File: src/rtl/shift_add_scheduler.sv
// shift_add_scheduler: round-robin arbiter and sequencer for one shared
// N-bit shift-add multiplier datapath. It owns the bit counter, so the
// datapath only has to supply its current multiplier LSB (m).
module shift_add_scheduler #(
  parameter  int N  = 4,
  localparam int CW = $clog2(N)
) (
  input  logic       clk,
  input  logic       rst,
  input  logic [1:0] req,
  input  logic       m,
  output logic [1:0] grant,
  output logic       load,
  output logic       ad,
  output logic       sh,
  output logic [1:0] done,
  output logic       idle
);

  typedef enum logic [2:0] {
    S_IDLE,
    S_LOAD,
    S_CHK,
    S_SHIFT,
    S_DONE
  } state_t;

  state_t          state_q, state_d;
  logic [1:0]      grant_q, grant_d;
  logic            last_q, last_d;   // index of the most recent winner
  logic [CW-1:0]   cnt_q, cnt_d;
  logic            winner;
  logic            last_step;

  // The current step is the final one once N-1 shifts have already happened.
  assign last_step = (cnt_q == CW'(N - 1));
  assign grant     = grant_q;

  // State, owner, round-robin pointer and bit counter registers.
  // last resets to 1 so that requester 0 wins the first contested grant.
  always_ff @(posedge clk or posedge rst) begin
    if (rst) begin
      state_q <= S_IDLE;
      grant_q <= 2'b00;
      last_q  <= 1'b1;
      cnt_q   <= '0;
    end else begin
      // NOTE: non-blocking assignments here so every register samples the
      // pre-edge value of every other, independent of statement order.
      state_q <= state_d;
      grant_q <= grant_d;
      last_q  <= last_d;
      cnt_q   <= cnt_d;
    end
  end

  // Next-state logic and output decode from the registered state (m in CHK only).
  always_comb begin
    // NOTE: every signal written below gets a default first, so no path
    // through the case statement can leave one unassigned and infer a latch.
    state_d = state_q;
    grant_d = grant_q;
    last_d  = last_q;
    cnt_d   = cnt_q;
    winner  = 1'b0;
    load    = 1'b0;
    ad      = 1'b0;
    sh      = 1'b0;
    done    = 2'b00;
    idle    = 1'b0;

    unique case (state_q)
      S_IDLE: begin
        idle  = 1'b1;
        cnt_d = '0;
        if (req != 2'b00) begin
          // Sole requester wins; on contention the one that did not win last.
          winner  = (req == 2'b11) ? ~last_q : req[1];
          grant_d = winner ? 2'b10 : 2'b01;
          last_d  = winner;
          state_d = S_LOAD;
        end
      end

      S_LOAD: begin
        load    = 1'b1;
        state_d = S_CHK;
      end

      S_CHK: begin
        if (m) begin
          ad      = 1'b1;
          state_d = S_SHIFT;
        end else begin
          sh = 1'b1;
          if (last_step) state_d = S_DONE;
          else           cnt_d   = cnt_q + CW'(1);
        end
      end

      S_SHIFT: begin
        sh = 1'b1;
        if (last_step) state_d = S_DONE;
        else begin
          cnt_d   = cnt_q + CW'(1);
          state_d = S_CHK;
        end
      end

      S_DONE: begin
        // Grant is still held this cycle, so Done lands only on the owner.
        done    = grant_q;
        grant_d = 2'b00;
        state_d = S_IDLE;
      end

      default: begin
        state_d = S_IDLE;
        grant_d = 2'b00;
      end
    endcase
  end

endmodule

File: config.mk
export PLATFORM = sky130hd
export DESIGN_NAME = shift_add_scheduler
export DESIGN_NICKNAME = d
export VERILOG_FILES = /design/src/rtl/shift_add_scheduler.sv
export SDC_FILE = /design/constraint.sdc
export NUM_CORES = 1
export LEC_CHECK = 0
export BUFFER_PORTS_ARGS = -buffer_cell sky130_fd_sc_hd__buf_2
export CAP_MARGIN = 20
export CORE_AREA = 2 2 39 41
export CTS_CLUSTER_SIZE = 30
export DETAILED_ROUTE_END_ITERATION = 8
export DIE_AREA = 0 0 41 43
export SLEW_MARGIN = 20
export SYNTH_ARGS = -nofsm -noshare
export SYNTH_HDL_FRONTEND = slang
export SYNTH_SLANG_ARGS = --single-unit
File: constraint.sdc
create_clock -name clk -period 1.9 [get_ports clk]
set_input_delay 0.38 -clock clk [delete_from_list [all_inputs] [get_ports clk]]
set_output_delay 0.38 -clock clk [all_outputs]
set_load 0.05 [all_outputs]
# Yosys cells after proc, flatten, opt, wreduce, memory -nomap -nowiden

Index checks and enable logic that the tools add are counted.

Add/subtract/negate cells: 1
Equality and inequality tests: 9
Muxes and demuxes: 19
Bitwise logic cells: 2
Reductions and logical operators: 8

Operators with widths:

| operator                                            | count |
|---|---|
| two-way mux 3 bit                                   | 4 |
| case mux 3 bit (4 select lines)                     | 1 |
| two-way mux 2 bit                                   | 5 |
| AND reduction 2 bit                                 | 4 |
| equality test 3 x 2 -> 1 bit, second input constant | 2 |
| two-way mux 1 bit                                   | 6 |
| case mux 2 bit (3 select lines)                     | 1 |
| equality test 2 bit, second input constant          | 2 |
| != test 2 bit, second input constant                | 2 |
| case mux 2 bit (2 select lines)                     | 1 |
| equality test 3 x 1 -> 1 bit, second input constant | 1 |
| equality test 3 bit, second input constant          | 1 |
| zero test 3 bit                                     | 1 |
| != test 3 bit, second input constant                | 1 |
| nonzero test 3 bit                                  | 1 |
| OR reduction 3 bit                                  | 1 |
| adder 2 x 1 -> 2 bit, second input constant         | 1 |
| inverter 1 bit                                      | 2 |
| case mux 1 bit (2 select lines)                     | 1 |
| nonzero test 2 bit                                  | 1 |

Register bits: 8
Input port bits: 5
Output and inout bits: 8
Logic and storage cells: 43

# Depth between registers and ports, before layout

Depth after elaboration: 5
Depth in mapped cells: 4
Gate-level depth less buffers: 4

# Worst setup path before layout

No wires, ideal clock.

Kind: reg2out
From: register state_q[1]
To: output port ad
Arrival: 1,631 ps
Data required time: 1,520 ps
Path slack: -111 ps
Stages on the path, launching flop included: 3
Buffers on the path: 0
Path through: dfrtp_1 nand2_1 nor3_1

Word-level cells in the longest chain between the ends: 2

RTL lines:

| element                      | line | source |
|---|---|---|
| from (decl)                  | 28   | `state_t state_q, state_d;` |
| from (signal assigned)       | 50   | `state_q <= state_d;` |
| equality test 3 x 2 -> 1 bit | 72   | `unique case (state_q)` |
| two-way mux 1 bit            | 72   |  |
| to (decl)                    | 14   | `output logic ad,` |

No other way between the ends.

# Final worst setup path

From: register state_q[2]
To: output port idle

Word-level cells in the longest chain between the ends: 2

RTL lines:

| element           | line | source |
|---|---|---|
| zero test 3 bit   | 72   |  |
| two-way mux 1 bit | 72   |  |
| to (decl)         | 17   | `output logic idle` |

No other way between the ends.

==> Flow_metrics.wiki <==
{| class="wikitable"
! Metric !! Value
|-
| Outcome || finished, final reports clean
|-
| Vias in the first global route || 295
|-
| First-pass GRT wire length || 1.26 mm
|-
| Share of power burned in the clock network || 0.136
|-
| Netlist Area Pre-Place || 444 um^2
|-
| Area grow syn2layout || 24.5%
|-
| Instance count of the mapped netlist || 46
|-
| Count of filler cells inserted in the layout || 148
|-
| Number of design rule violations left after detail routing || 0
|-
| Overall Power || 1.07 mW
|-
| Top cells by area, synth || sky130_fd_sc_hd__dfrtp_1, sky130_fd_sc_hd__dfstp_2, sky130_fd_sc_hd__a21bo_2, sky130_fd_sc_hd__a21oi_1, sky130_fd_sc_hd__nand3_1
|-
| Number of DRC markers after the initial detailed-route iteration || 4
|-
| Setup WS pre-CTS || around 300 ps
|-
| Wirelength, routed || 834 um
|-
| Final clock period utilization by the worst path || 0.954
|-
| Clock Tree Buf Depth || 2
|-
| Slew at the pin with the worst max-slew slack || 353 ps
|-
| Max Cap Violations || 0
|-
| Setup tns final || 0 ps
|-
| Slowest cell on the critical path || sky130_fd_sc_hd__dfrtp_1
|-
| Synth Flop Type || sky130_fd_sc_hd__dfrtp_1
|-
| Share of the yosys chip area belonging to registers || 0.454
|-
| Total power divided by cell area || slightly below 2000 nW/um^2
|-
| Max Fclk || 552 MHz
|-
| Int Pwr || 0.534 mW
|-
| Library cell occupying the most area in the post-synthesis netlist || sky130_fd_sc_hd__dfrtp_1
|-
| DP HPWL || between 600 and 700 um
|-
| Max Fanout on Critical Path || 11
|-
| Total number of placement rows || 14
|-
| Post-Layout Inst Area || ~550 um^2
|-
| Inserted Clock Buffers || 3
|-
| Category of the most critical setup path || reg -> out
|-
| Critical path data arrival time || 1430 ps
|-
| TritonCTS clock tree || built
|-
| Worst Slack Setup Final || between 80 and 90 ps
|-
| Nets || ~70
|-
| Multi-input gate area in the final layout || between 200 and 250 um^2
|-
| Worst reg2reg setup slack || 550 ps
|-
| List of cells traversed by the critical path || nor3_2 -> buf_2
|-
| Final cell utilization of the core || 0.400
|-
| Vias after detailed routing || between 300 and 400
|-
| Mean Syn Cell Area || approximately 9.7 um^2
|-
| Fraction of final layout cells with drive strength greater than 1 || 0.393
|-
| Initial Utilization || 0.321
|-
| Most frequent cell after synthesis || sky130_fd_sc_hd__dfrtp_1
|-
| Master cell of the clock root buffer || sky130_fd_sc_hd__clkbuf_4
|-
| Total congestion overflow || 0
|-
| Total Routing Usage GR || 0.111
|-
| Vertical die dimension || 43 um
|-
| Die outline width || slightly above 40 um
|-
| Post-route minimum period || 1810 ps
|-
| Post-route antenna net violation count || 0
|-
| N_diodes || 0
|-
| Number of clock sinks || 8
|-
| Slew HR || 0.765
|-
| Seq pwr share || 0.332
|-
| Setup Skew || 9.37 ps
|-
| Part of the power in combinational logic || 0.532
|-
| Number of warnings printed during yosys synthesis || 0
|-
| Clock latency on the worst-skew pair || between 200 and 300 ps
|-
| Initial antenna violation count || 0
|-
| FF+latch count, synth || 8
|-
| Last weighted congestion value of the routability-driven placer || ~0.7
|-
| Synth async-reset ratio || 1.00
|-
| Path type of the worst min-delay path || in -> async
|-
| H-tree Lvls || 1
|-
| Drt via density || about 4.8
|-
| Pin count of the biggest net entering global routing || 12
|-
| Number of max-slew violations in the final report || 0
|-
| Required time worst endpoint || ~1500 ps
|-
| Static leakage || 0.274 nW
|-
| Timing startpoint of the critical path || state_q[2]$_DFFE_PP0P_
|-
| Post-place instance area || 524 um^2
|-
| Reg area || approximately 200 um^2
|-
| Final number of hold-violating endpoints || 0
|-
| Unrepaired setup endpoints after global routing || false
|-
| Count of flip-flops with a built-in enable after synthesis || 0
|-
| I/O pin cnt || 13
|-
| Wirelength per Cell || around 11 um
|-
| Number of iterations in the first detailed-routing pass || 3
|-
| Delay contributed by the slowest stage of the critical path || 500 ps
|-
| IR Drop Worst-Case VDD || 0.533 mV
|-
| Clock transition at path regs || approximately 60 ps
|-
| Type of origin of the critical path || register
|-
| Area of the die || between 1500 and 2000 um^2
|-
| Core ar. || approximately 1400 um^2
|-
| Number of unique standard cell types used by synthesis || 25
|-
| Post-synthesis net count || 52
|-
| Power spent charging and discharging nets || between 0.5 and 0.6 mW
|-
| Portion of synthesized cell area occupied by the leading cell type || 0.394
|-
| Switching power as a share of total power || 0.498
|-
| Number of input and output port buffers inserted || 12
|-
| Category of the worst setup path capture point || output port
|-
| Top cells by instance count after synthesis || sky130_fd_sc_hd__dfrtp_1, sky130_fd_sc_hd__a21oi_1, sky130_fd_sc_hd__nand3_1, sky130_fd_sc_hd__nor2_1, sky130_fd_sc_hd__nor3_1
|-
| Number of setup violations in the final report || 0
|-
| Launch point of the worst reg-to-reg path || state_q[2]$_DFFE_PP0P_
|}
-- metal layers --
layer / GRT usage / vias up / routed length (um)
met4: 0.100 / 0 / 27
met5: 0 / - / 0
met2: 0.128 / 10 / 347
met3: 0.0314 / 4 / 40
li1: - / 194 / -
met1: 0.158 / 163 / 419
-- per-stage QoR --
stage,cells,hold slack (ps)
2_1_floorplan,46,195
3_3_place_gp,73,344
3_5_place_dp,73,350
4_1_cts,77,66.3
5_1_grt,77,80.9
6_report,77,55.3
-- cells by family (layout without fill, tap and decap cells) --
family                     Yosys count  after routing  share of synthesized area
buffers and inverters                3             18                     0.0282
AOI/OAI and AO/OA                   12             12                      0.177
DFF                                  8              8                      0.454
adders and majority gates            1              1                     0.0282
muxes                                1              1                     0.0254
and+or+nand+nor                     21             21                      0.287
-- final timing paths --
path	depth (start not counted)	to
min in group clk	2	last_q$_DFFE_PP1P_
setup reg to reg	3	cnt_q[1]$_DFFE_PP0P_
hold reg to reg	2	last_q$_DFFE_PP1P_
setup / recovery	2	idle
hold / removal	2	state_q[2]$_DFFE_PP0P_
max in group asynchronous	2	last_q$_DFFE_PP1P_
-- layout by cell type, fill, tap and decap left out, drive strengths merged, types with 2 or more instances in the layout --
master  netlist  routed
a21bo         2       2
nand3         3       3
a21oi         4       4
nor2b         3       3
nand2b        2       2
buf           1      12
nor3          4       4
o21ai         2       2
dfrtp         7       7
nor2          3       3
inv           2       2
nand2         2       2
and3          2       2
clkbuf        0       4
-- power by group through the flow --
stage / logic [mW] / registers (mW) / clock network, mW
finish: 0.566 / 0.354 / 0.145
global route: 0.614 / 0.369 / 0.159
global placement: 0.568 / 0.348 / 0
detailed placement: 0.567 / 0.352 / 0
floorplan: 0.404 / 0.401 / 0
CTS: 0.571 / 0.350 / 0.151
-- critical path, delay by kind of cell (launching register included) --
family,cells,cell delay (ps)
flip-flops,1,500
AND/OR/NAND/NOR,1,340
buffers and inverters,1,320
-- area by class of cell --
| type | count | area share |
|---|---|---|
| clock buffer | 4 | 0.0475 |
| sequential | 8 | 0.364 |
| tap | 16 | 0.0362 |
| multi-input combinational | 35 | 0.430 |
| timing repair buffer | 12 | 0.109 |
| inverter | 2 | 0.0136 |
-- sequential cells by signal, indices dropped and copies added, names as in the netlist --
signal and cells:
cnt_q 2, grant 2, last_q 1, state_q 3
-- repair_timing --
action	4_1_cts	5_1_grt
hold buffers	0	0
endpoints found under the setup margin	0	2
gates resized for setup	0	1
buffers inserted	0	0
(Power assumes the default switching activity.)
